<file path="src/rtl/uart_pkg.sv">
// Purpose: shared UART constants, receiver FSM encoding and the baud divisor helper.
// Latency: none (declarations only).
// Backpressure: none (declarations only).
package uart_pkg;

   // Parity modes, as used by the PARITY parameter of the rx/tx blocks
   localparam int PAR_NONE = 0;
   localparam int PAR_ODD  = 1;
   localparam int PAR_EVEN = 2;

   // Receiver FSM encoding
   typedef enum logic [2:0] {
      RX_IDLE       = 3'd0,
      RX_START      = 3'd1,
      RX_DATA       = 3'd2,
      RX_PARITY     = 3'd3,
      RX_STOP       = 3'd4,
      RX_BREAK_WAIT = 3'd5
   } rx_state_e;

   // Rounded clock divisor giving one oversampling tick; never returns 0
   function automatic int unsigned calc_div(input int unsigned clk_hz,
                                            input int unsigned baud,
                                            input int unsigned os);
      int unsigned per_s;
      int unsigned div;
      per_s = baud * os;
      div   = (clk_hz + per_s / 2) / per_s;
      if (div == 0) div = 1;
      return div;
   endfunction

endpackage

</file>
<file path="src/rtl/uart_baud_tick.sv">
// Purpose: divide core clock down to a one-cycle oversampling tick; shared by rx and tx.
// Latency: first tick DIV cycles after reset or after a clear.
// Backpressure: none; free-running, clr_i restarts the phase and suppresses the tick that cycle.
module uart_baud_tick #(
   parameter int unsigned DIV = 326
) (
   input  logic clk,
   input  logic rst_n,
   input  logic clr_i,
   output logic tick_o
);

   localparam int CW = (DIV > 1) ? $clog2(DIV) : 1;
   localparam logic [CW-1:0] LAST = CW'(DIV - 1);

   logic [CW-1:0] cnt_q;
   logic [CW-1:0] cnt_d;

   // Next count: clear has priority, otherwise wrap at DIV-1
   always_comb begin
      cnt_d = cnt_q;
      if (clr_i) begin
         cnt_d = '0;
      end else if (cnt_q == LAST) begin
         cnt_d = '0;
      end else begin
         cnt_d = cnt_q + 1'b1;
      end
   end

   // Divisor counter register
   always_ff @(posedge clk or negedge rst_n) begin
      if (!rst_n) begin
         cnt_q <= '0;
      end else begin
         cnt_q <= cnt_d;
      end
   end

   assign tick_o = !clr_i && (cnt_q == LAST);

endmodule

</file>
<file path="src/rtl/uart_rx_cfg.sv">
// Purpose: configurable UART receiver (5..9 data bits, none/odd/even parity, 1..2 stop) with break/overrun detect.
// Latency: frame visible on m_valid one cycle after the mid-sample of its last stop bit.
// Backpressure: one-entry holding register; a frame completing while it is full is dropped and overrun pulses.
module uart_rx_cfg
   import uart_pkg::*;
#(
   parameter int unsigned CLK_FREQ   = 50000000,
   parameter int unsigned BAUD_RATE  = 9600,
   parameter int unsigned OVERSAMPLE = 16,
   parameter int          DATA_BITS  = 8,
   parameter int          PARITY     = 0,
   parameter int          STOP_BITS  = 1
) (
   input  logic                 clk,
   input  logic                 rst_n,
   input  logic                 rx_serial,
   output logic [DATA_BITS-1:0] m_data,
   output logic                 m_valid,
   input  logic                 m_ready,
   output logic                 parity_err,
   output logic                 frame_err,
   output logic                 overrun,
   output logic                 break_det,
   output logic                 busy
);

   localparam int unsigned DIV = calc_div(CLK_FREQ, BAUD_RATE, OVERSAMPLE);
   localparam int OS_W = $clog2(OVERSAMPLE);
   localparam int BC_W = 4;

   // Three samples straddle the bit centre; the last one is the decision point
   localparam logic [OS_W-1:0] S_LO     = OS_W'(OVERSAMPLE / 2 - 1);
   localparam logic [OS_W-1:0] S_MID    = OS_W'(OVERSAMPLE / 2);
   localparam logic [OS_W-1:0] S_HI     = OS_W'(OVERSAMPLE / 2 + 1);
   localparam logic [OS_W-1:0] OS_LAST  = OS_W'(OVERSAMPLE - 1);
   localparam logic [BC_W-1:0] BIT_LAST = BC_W'(DATA_BITS - 1);
   localparam logic            STOP_LAST = (STOP_BITS == 2);

   // Synchroniser and edge detector
   logic       sync1_q, sync2_q, prev_q;
   logic [1:0] settle_q;
   logic       rx_s;
   logic       fall;
   logic       start_det;

   // Sampling
   logic            tick;
   logic [OS_W-1:0] os_cnt_q;
   logic [1:0]      samp_q;
   logic            mid;
   logic            bit_val;

   // FSM and frame assembly
   rx_state_e            state_q, state_d;
   logic [BC_W-1:0]      bit_cnt_q, bit_cnt_d;
   logic [DATA_BITS-1:0] shreg_q, shreg_d;
   logic                 par_acc_q, par_acc_d;
   logic                 zero_q, zero_d;
   logic                 perr_q, perr_d;
   logic                 ferr_q, ferr_d;
   logic                 stop_cnt_q, stop_cnt_d;
   logic [OS_W-1:0]      hi_cnt_q, hi_cnt_d;
   logic                 frame_done;
   logic                 brk_hit;

   // Output holding register
   logic [DATA_BITS-1:0] m_data_q;
   logic                 m_valid_q;
   logic                 perr_out_q;
   logic                 ferr_out_q;
   logic                 overrun_q;
   logic                 break_q;

   // Two-flop synchroniser plus a previous-value flop; settle_q blocks a fake edge
   // right after reset when the line is already low
   always_ff @(posedge clk or negedge rst_n) begin
      if (!rst_n) begin
         sync1_q  <= 1'b1;
         sync2_q  <= 1'b1;
         prev_q   <= 1'b1;
         settle_q <= 2'd0;
      end else begin
         sync1_q <= rx_serial;
         sync2_q <= sync1_q;
         prev_q  <= sync2_q;
         if (settle_q != 2'd3) begin
            settle_q <= settle_q + 1'b1;
         end
      end
   end

   assign rx_s      = sync2_q;
   assign fall      = (settle_q == 2'd3) && prev_q && !sync2_q;
   assign start_det = (state_q == RX_IDLE) && fall;

   uart_baud_tick #(
      .DIV (DIV)
   ) u_tick (
      .clk    (clk),
      .rst_n  (rst_n),
      .clr_i  (start_det),
      .tick_o (tick)
   );

   // Tick position within the current bit, phase-aligned to the start edge,
   // and capture of the first two of the three centre samples
   always_ff @(posedge clk or negedge rst_n) begin
      if (!rst_n) begin
         os_cnt_q <= '0;
         samp_q   <= 2'b11;
      end else begin
         if (start_det) begin
            os_cnt_q <= '0;
         end else if (tick) begin
            os_cnt_q <= (os_cnt_q == OS_LAST) ? '0 : os_cnt_q + 1'b1;
            if (os_cnt_q == S_LO)  samp_q[0] <= rx_s;
            if (os_cnt_q == S_MID) samp_q[1] <= rx_s;
         end
      end
   end

   assign mid     = tick && (os_cnt_q == S_HI);
   assign bit_val = (samp_q[0] & samp_q[1]) | (samp_q[0] & rx_s) | (samp_q[1] & rx_s);

   // Frame FSM: every decision is taken at the mid-sample of a bit
   always_comb begin
      state_d    = state_q;
      bit_cnt_d  = bit_cnt_q;
      shreg_d    = shreg_q;
      par_acc_d  = par_acc_q;
      zero_d     = zero_q;
      perr_d     = perr_q;
      ferr_d     = ferr_q;
      stop_cnt_d = stop_cnt_q;
      hi_cnt_d   = hi_cnt_q;
      frame_done = 1'b0;
      brk_hit    = 1'b0;
      case (state_q)
         RX_IDLE: begin
            if (start_det) begin
               state_d    = RX_START;
               bit_cnt_d  = '0;
               par_acc_d  = 1'b0;
               zero_d     = 1'b1;
               perr_d     = 1'b0;
               ferr_d     = 1'b0;
               stop_cnt_d = 1'b0;
            end
         end
         RX_START: begin
            if (mid) begin
               state_d = bit_val ? RX_IDLE : RX_DATA;
            end
         end
         RX_DATA: begin
            if (mid) begin
               shreg_d   = {bit_val, shreg_q[DATA_BITS-1:1]};
               par_acc_d = par_acc_q ^ bit_val;
               if (bit_val) zero_d = 1'b0;
               if (bit_cnt_q == BIT_LAST) begin
                  state_d = (PARITY != PAR_NONE) ? RX_PARITY : RX_STOP;
               end else begin
                  bit_cnt_d = bit_cnt_q + 1'b1;
               end
            end
         end
         RX_PARITY: begin
            if (mid) begin
               if (bit_val) zero_d = 1'b0;
               perr_d  = (PARITY == PAR_ODD) ? ~(par_acc_q ^ bit_val) : (par_acc_q ^ bit_val);
               state_d = RX_STOP;
            end
         end
         RX_STOP: begin
            if (mid) begin
               if (!stop_cnt_q && zero_q && !bit_val) begin
                  // All-zero frame with a low first stop bit: a break, not a character
                  brk_hit  = 1'b1;
                  hi_cnt_d = '0;
                  state_d  = RX_BREAK_WAIT;
               end else begin
                  if (!bit_val) ferr_d = 1'b1;
                  if (stop_cnt_q == STOP_LAST) begin
                     frame_done = 1'b1;
                     state_d    = RX_IDLE;
                  end else begin
                     stop_cnt_d = 1'b1;
                  end
               end
            end
         end
         RX_BREAK_WAIT: begin
            // Leave only after one full bit time of continuous idle-high line
            if (!rx_s) begin
               hi_cnt_d = '0;
            end else if (tick) begin
               if (hi_cnt_q == OS_LAST) begin
                  state_d = RX_IDLE;
               end else begin
                  hi_cnt_d = hi_cnt_q + 1'b1;
               end
            end
         end
         default: begin
            state_d = RX_IDLE;
         end
      endcase
   end

   // FSM and frame assembly registers
   always_ff @(posedge clk or negedge rst_n) begin
      if (!rst_n) begin
         state_q    <= RX_IDLE;
         bit_cnt_q  <= '0;
         shreg_q    <= '0;
         par_acc_q  <= 1'b0;
         zero_q     <= 1'b1;
         perr_q     <= 1'b0;
         ferr_q     <= 1'b0;
         stop_cnt_q <= 1'b0;
         hi_cnt_q   <= '0;
      end else begin
         state_q    <= state_d;
         bit_cnt_q  <= bit_cnt_d;
         shreg_q    <= shreg_d;
         par_acc_q  <= par_acc_d;
         zero_q     <= zero_d;
         perr_q     <= perr_d;
         ferr_q     <= ferr_d;
         stop_cnt_q <= stop_cnt_d;
         hi_cnt_q   <= hi_cnt_d;
      end
   end

   // Holding register: load on completion if empty or draining this cycle,
   // otherwise drop the new frame and flag overrun
   always_ff @(posedge clk or negedge rst_n) begin
      if (!rst_n) begin
         m_data_q   <= '0;
         m_valid_q  <= 1'b0;
         perr_out_q <= 1'b0;
         ferr_out_q <= 1'b0;
         overrun_q  <= 1'b0;
         break_q    <= 1'b0;
      end else begin
         overrun_q <= 1'b0;
         break_q   <= brk_hit;
         if (frame_done && (!m_valid_q || m_ready)) begin
            m_valid_q  <= 1'b1;
            m_data_q   <= shreg_q;
            perr_out_q <= perr_q;
            ferr_out_q <= ferr_d;
         end else begin
            if (frame_done) overrun_q <= 1'b1;
            if (m_valid_q && m_ready) m_valid_q <= 1'b0;
         end
      end
   end

   assign m_data     = m_data_q;
   assign m_valid    = m_valid_q;
   assign parity_err = perr_out_q;
   assign frame_err  = ferr_out_q;
   assign overrun    = overrun_q;
   assign break_det  = break_q;
   assign busy       = (state_q != RX_IDLE);

endmodule
</file>
<file path="config.mk">
export PLATFORM = sky130hd
export DESIGN_NAME = uart_rx_cfg
export DESIGN_NICKNAME = d
export VERILOG_FILES = /design/src/rtl/uart_pkg.sv /design/src/rtl/uart_baud_tick.sv /design/src/rtl/uart_rx_cfg.sv
export SDC_FILE = /design/constraint.sdc
export NUM_CORES = 1
export LEC_CHECK = 0
export ABC_CLOCK_PERIOD_IN_PS = 2900
export CAP_MARGIN = 5
export CORE_MARGIN = 3
export CORE_UTILIZATION = 30
export CTS_BUF_LIST = sky130_fd_sc_hd__clkbuf_8
export DETAILED_ROUTE_END_ITERATION = 10
export DONT_BUFFER_PORTS = 1
export GPL_ROUTABILITY_DRIVEN = 0
export PLACE_DENSITY = 0.46
export RECOVER_POWER = 100
export SYNTH_ARGS = -nofsm -noshare
export SYNTH_HDL_FRONTEND = slang
export SYNTH_HIERARCHICAL = 1
export SYNTH_SLANG_ARGS = --single-unit
export TNS_END_PERCENT = 1
</file>
<file path="constraint.sdc">
create_clock -name clk -period 2.9 [get_ports clk]
set_clock_uncertainty 0.15 [all_clocks]
set_input_delay 0.145 -clock clk [delete_from_list [all_inputs] [get_ports clk]]
set_output_delay 0.145 -clock clk [all_outputs]
set_load 0.005 [all_outputs]
</file>
==> qor.csv, run 1 <==
stage,metric,value,unit
sta,Pins Over Slew Limit,0,
min_path,Min-Delay Path Depth,2,
power,clock share of power,26.3,%
synth,most used flip-flop cell after synthesis,dfrtp_1,
global_route,largest net degree at the start of global routing,57,
clock_network,CTS Buf Count,5,
layout,layout cells sized above 1,19.09,%
synth,Cells after Synth,229,
synth,Seq cells post-synth,56,
sta,final hold vios,0,
layout,fin nets,252,
detailed_routing,drt first-iter violations,49,
detailed_routing,vias per inst,5.023,
global_route,"Remaining Overflow, GRT",0,
setup_path,critical path arrival,2.72,ns
synth,syn avg cell area,11.50,sq um
sta,RSZ-0062 raised after global routing,false,
layout,most frequent cells in the layout,"dfrtp_1 (50), mux2_2 (21), nand2_1 (16), nor2_1 (16), nand3_1 (12)",
sta,"Setup violations, final",0,
layout,"commonest non-fill, non-tap cell in the layout",dfrtp_1,
die,die height,99.68,um
setup_path,r2r endpoint,parity_err,
synth,register area share after synthesis,53.52,%
setup_path,Setup crit start kind,flip-flop,
die,Die W,99.68,um
setup_path,Crit. Startpoint,u_tick/cnt_q[3],
layout,# diodes,0,
clock_network,clock transition at the registers of the reported paths,0.11,ns
sta,Worst Tran Pin Value,1.373,ns
die,Site Rows,33,
detailed_routing,DRT Pass-1 Iters,4,
layout,final core utilization,34.63,%
setup_path,Worst R2R Setup Slack,0.23,ns
die,Ports,18,
setup_path,Worst Path Required,2.94,ns
setup_path,slowest CP cell,nor4b_1,
die,Starting Density,31.41,%
min_path,Worst Hold End,overrun,
synth,count of cell types in the netlist,47,
setup_path,CP Capture Type,flip-flop,
layout,synth-to-layout area growth,10.27,%
sta,fmax,374.0,MHz
synth,Synth Net Count,241,
min_path,Hold Crit Class,in -> reg,
synth,"Cell Area, Synth",2633,sq um
synth,yosys warns,6,
detailed_routing,via count,1738,
sta,relative slew slack,8.437,%
setup_path,crit path cell chain,nor4b_1 -> nand4_1 -> nor2_1 -> and4b_1 -> buf_4 -> o2111ai_4 -> mux2_2,
die,Placeable Area,8382,sq um
power,sequential power share,52.5,%
setup_path,family with the most delay on the worst path,simple AND/OR/NAND/NOR gates,
global_route,initial antenna violation count,0,
global_route,first-pass GRT wire length,8.321,mm
power,internal power,0.001169,W
outcome,status,finished clean,
power,peak supply drop,358.9,uV
clock_network,Sink Count,56,
synth,"top cells by area, synth","dfrtp_1 (48%), mux2_2 (9.0%), dfstp_2 (6.0%)",
clock_network,CTS tree,yes,
min_path,Hold Crit Start,m_ready,
sta,min cycle time layout,2.674,ns
power,leakage power,1.297,nW
setup_path,crit-path max FO,10,
placement,Port Buffers,0,
synth,fraction of registers with async set/reset,100.0,%
synth,"EDFF count, synth",0,
global_route,gr usage total,10.23,%
power,combinational cell fraction of total power,21.1,%
detailed_routing,DRC viols,0,
synth,Synth top area share,47.53,%
detailed_routing,post-DR wirelength/cell,13.90,um
power,sw power,0.0005293,W
clock_network,Clock Latency Late Sink,0.31,ns
clock_network,H-Tree Depth,2,
sta,total negative slack,0,ns
setup_path,R2R depth,7,
clock_network,CTS root buf,clkbuf_8,
placement,Post-DP HPWL,3.285,mm
detailed_routing,DRT antenna net count,0,
clock_network,Max Buffers Root-to-Sink,2,
setup_path,CP Class,reg -> reg,
setup_path,worst r2r src,u_tick/cnt_q[3],
power,Sw Share,31.17,%
sta,fin crit share,92.20,%
flow_run,number of max-cap violations,0,
synth,post-synth top area cell,dfrtp_1,
power,PwrDens,585.0,nW/um^2
global_route,number of global-route vias before repair,1729,
layout,FILL cells,836,
setup_path,Bufs and invs on worst path,1,
setup_path,CP peak stage delay,0.46,ns
die,full die area,9935,sq um
detailed_routing,WL final,4.809,mm
-- sequential cells by signal, indices dropped and copies added, names as in the netlist, 2 cells and up --
name          flops
m_data            8
settle_q          2
hi_cnt_q          4
bit_cnt_q         4
state_q           3
u_tick/cnt_q      9
samp_q            2
os_cnt_q          4
shreg_q           8
-- power groups by stage --
| stage | Sequential [W] | Clock (W) | Combinational (W) |
|---|---|---|---|
| finish | 0.000892 | 0.000447 | 0.000359 |
| global route | 0.000906 | 0.000495 | 0.000404 |
| CTS | 0.000892 | 0.000474 | 0.000369 |
| detailed placement | 0.000907 | 0 | 0.000345 |
| global placement | 0.000906 | 0 | 0.000350 |
| floorplan | 0.000906 | 0 | 0.000245 |
-- Yosys cell counts, types with 2 or more instances --
master    number
a22o_1         3
nor4b_1        2
nand4_1        2
buf_2          5
inv_1          8
and2_1         2
a21oi_1        6
xnor2_1        3
nor3b_2        2
nand4b_1       5
nor2_1        16
and3_1         3
o22ai_1        2
mux2i_1        5
mux2_2        21
nand2b_1       3
o211ai_1       2
or3_1          6
ha_1           8
clkbuf_1       2
dfrtp_1       50
o21ai_0        9
xor2_1         4
nand3_1       12
nand2_1       16
a41oi_1        2
and4b_1        2
nor2b_1        3
nor3_1         2
dfstp_2        6
-- routing by layer --
metal  part of all wire [%]  GRT usage, %  wire, um
met4                   0.91         2.836        44
met3                    3.5         2.805       170
met5                      0             0         0
met2                     45         15.70      2144
met1                     51         14.17      2451
-- logic make-up (layout without fill, tap and decap cells) --
group | count (synthesis) | in the layout | share of synthesized area (%)
muxes | 26 | 26 | 10.88
and+or+nand+nor | 78 | 78 | 16.30
buffers and inverters | 16 | 28 | 2.519
DFF | 56 | 56 | 53.52
AOI/OAI and AO/OA | 37 | 37 | 10.22
xor gates and xnor gates | 7 | 7 | 2.329
adders and majority gates | 9 | 9 | 4.230
-- per-stage QoR --
step           hold WS [ns]  instance area [sq um]  worst slack (ns)  power, W  instances
4_1_cts            0.001132                   2934            0.2070  0.001736        346
3_5_place_dp        -0.2994                   2791            0.2322  0.001252        335
3_3_place_gp        -0.2995                   2791            0.2577  0.001256        335
2_1_floorplan       -0.3006                   2633            0.2687  0.001151        229
6_report            0.01486                   2903            0.2263  0.001698        346
5_1_grt             0.01402                   2903           0.04481  0.001804        346
-- worst max path at each step --
| stage | to | slack (ns) | cells past startpoint |
|---|---|---|---|
| final | parity_err | 0.23 | 7 |
| after global routing | frame_err | 0.04 | 8 |
| after CTS | m_data[7] | 0.21 | 8 |
| after detailed placement | m_data[4] | 0.23 | 7 |
| after global placement | parity_err | 0.26 | 9 |
| after floorplan | state_q[0] | 0.27 | 10 |
-- what timing repair did --
action / in CTS / in global routing
endpoints found under the hold margin: 57 / 0
buffers inserted: 0 / 0
gates resized for setup: 0 / 0
hold buffers: 3 / 0
-- final cells by class --
cell class / count / area, sq um / area share (%)
flip-flops and latches: 56 / 1409 / 48.53
multi-input cells: 157 / 1156 / 39.83
well taps: 105 / 131.4 / 4.526
repair buffers: 11 / 77.57 / 2.672
clock buffers: 5 / 68.82 / 2.371
inverters: 9 / 33.78 / 1.164
clock inverters: 3 / 26.28 / 0.9052
(Power assumes the default switching activity.)
==> run 2, diff against run 1 <==
--- a/config.mk
+++ b/config.mk
@@ -13,6 +13,7 @@
 export DETAILED_ROUTE_END_ITERATION = 10
 export DONT_BUFFER_PORTS = 1
 export GPL_ROUTABILITY_DRIVEN = 0
+export MAX_ROUTING_LAYER = met4
 export PLACE_DENSITY = 0.46
 export RECOVER_POWER = 100
 export SYNTH_ARGS = -nofsm -noshare
==> run 2 against run 1 <==
Count of clock-buffer cells in the layout is the same. Worst setup slack worse by 0.0013 ns. Sequential share of layout area is the same. Global-route usage up 0.30 points. Clock power barely moved. Via count rose by 0.29%. Total power is essentially flat. Highest routed layer unchanged.
==> qor.csv, run 2 (synthesized netlist as in run 1, its figures left out) <==
stage,metric,value,unit,change
outcome,status,finished clean,,unchanged
detailed_routing,DRT antenna net count,0,,unchanged
detailed_routing,via count,1743,,was 1738
setup_path,critical path arrival,2.72,ns,about the same
sta,"Setup violations, final",0,,unchanged
setup_path,family with the most delay on the worst path,simple AND/OR/NAND/NOR gates,,unchanged
detailed_routing,WL final,4.808,mm,was 4.809 mm
sta,final hold slack,0.01381,ns,was 0.01486 ns
layout,fin nets,252,,unchanged
die,die height,99.68,um,unchanged
clock_network,Sink Count,56,,unchanged
global_route,largest net degree at the start of global routing,57,,unchanged
power,Tot Pwr,0.001697,W,was 0.001698 W
sta,total negative slack,0,ns,unchanged
sta,Pins Over Slew Limit,0,,unchanged
layout,final core utilization,34.63,%,unchanged
clock_network,CTS Buf Count,5,,unchanged
setup_path,Worst Path Required,2.94,ns,about the same
sta,fin crit share,92.24,%,was 92.20%
die,Site Rows,33,,unchanged
sta,relative slew slack,8.219,%,was 8.437%
die,Die W,99.68,um,unchanged
layout,most frequent cells in the layout,"dfrtp_1 (50), mux2_2 (21), nand2_1 (16), nor2_1 (16), nand3_1 (12)",,unchanged
die,Starting Density,31.41,%,unchanged
global_route,initial antenna violation count,0,,unchanged
sta,min cycle time layout,2.675,ns,was 2.674 ns
global_route,first-pass GRT wire length,8.321,mm,unchanged
layout,synth-to-layout area growth,10.27,%,unchanged
placement,Post-DP HPWL,3.285,mm,unchanged
setup_path,crit-path max FO,10,,unchanged
setup_path,CP peak stage delay,0.46,ns,about the same
layout,# diodes,0,,unchanged
power,leakage power,1.297,nW,unchanged
setup_path,slowest CP cell,nor4b_1,,unchanged
clock_network,clock transition at the registers of the reported paths,0.11,ns,about the same
placement,Port Buffers,0,,unchanged
layout,Biggest register,u_tick/cnt_q,,unchanged
detailed_routing,vias per inst,5.038,,was 5.023
global_route,gr usage total,10.53,%,was 10.23%
detailed_routing,DRT Pass-1 Iters,4,,unchanged
detailed_routing,DRC viols,0,,unchanged
detailed_routing,drt first-iter violations,49,,unchanged
sta,final hold vios,0,,unchanged
setup_path,CP Capture Type,flip-flop,,unchanged
clock_network,H-Tree Depth,2,,unchanged
global_route,"Remaining Overflow, GRT",0,,unchanged
layout,flip-flop count of the largest register after layout,9,,unchanged
sta,Worst Tran Pin Value,1.377,ns,was 1.373 ns
setup_path,CP Class,reg -> reg,,unchanged
clock_network,Max Buffers Root-to-Sink,2,,unchanged
power,PwrDens,584.7,nW/um^2,was 585.0 nW/um^2
die,Placeable Area,8382,sq um,unchanged
clock_network,Clock Latency Late Sink,0.31,ns,about the same
layout,layout cells sized above 1,19.09,%,unchanged
die,Ports,18,,unchanged
clock_network,post-cts gate resize count,0,,unchanged
die,full die area,9935,sq um,unchanged
setup_path,Setup crit start kind,flip-flop,,unchanged
clock_network,CTS root buf,clkbuf_8,,unchanged
detailed_routing,post-DR wirelength/cell,13.90,um,about the same
flow_run,number of max-cap violations,0,,unchanged
power,peak supply drop,358.9,uV,about the same
sta,fmax,373.8,MHz,was 374.0 MHz
global_route,number of global-route vias before repair,1731,,was 1729
setup_path,Bufs and invs on worst path,1,,unchanged
setup_path,crit path cell chain,nor4b_1 -> nand4_1 -> nor2_1 -> and4b_1 -> buf_4 -> o2111ai_4 -> mux2_2,,unchanged
min_path,Hold Crit Class,in -> reg,,unchanged
clock_network,CTS tree,yes,,unchanged
layout,"commonest non-fill, non-tap cell in the layout",dfrtp_1,,unchanged
sta,RSZ-0062 raised after global routing,false,,unchanged
run 2: path summary, 6_finish.rpt:
| path | startpoint | end | slack [ns] | cells past startpoint |
|---|---|---|---|---|
| hold reg to reg | sync1_q | rx_s | 0.21 | 0 |
| setup / recovery | u_tick/cnt_q[3] | parity_err | 0.23 | 7 |
| max in group asynchronous | rst_n | u_tick/cnt_q[7] | 1.24 | 2 |
| min in group asynchronous | rst_n | m_data[2] | 0.53 | 2 |
| hold / removal | m_ready | overrun | 0.01 | 2 |
| setup reg to reg | u_tick/cnt_q[3] | parity_err | 0.23 | 7 |
run 2: metrics by stage:
stage,instances,worst slack (ns),cell area (sq um)
after floorplan,229,0.2687,2633
after CTS,346,0.2070,2934
after detailed placement,335,0.2322,2791
after global routing,346,0.04481,2903
final,346,0.2250,2903
after global placement,335,0.2577,2791
run 2: area by class of cell:
type,count,area [sq um]
fill,836,5479
sequential,56,1409
multi-input combinational,157,1156
tap,105,131.4
timing repair buffer,11,77.57
clock buffer,5,68.82
inverter,9,33.78
clock inverter,3,26.28
run 2: worst register-to-register path: cells and delay by family, from the launching register on:
family | cells | cell delay, ns
flops | 1 | 0.45
mux | 1 | 0.36
simple gates | 4 | 1.20
buf+inv | 1 | 0.16
compound gates | 1 | 0.26
run 2: per-layer routing:
layer  GRT usage (%)  wire (um)  vias to the layer above
li1                -          -                      846
met1           14.17       2447                      874
met2           15.70       2162                       19
met3           2.805        172                        4
met4           2.836         26                        0
met5               -          0                        -
run 2: power breakdown:
group	internal, W	leakage [nW]	switching (W)
Clock	0.000176	0.0423	0.000270
Combinational	0.000152	0.515	0.000207
Sequential	0.000841	0.739	0.0000513
run 2: what timing repair did:
action	in CTS	in global routing
hold buffers	3	0
endpoints found under the hold margin	57	0
setup endpoints to repair	0	0
setup buffers	0	0
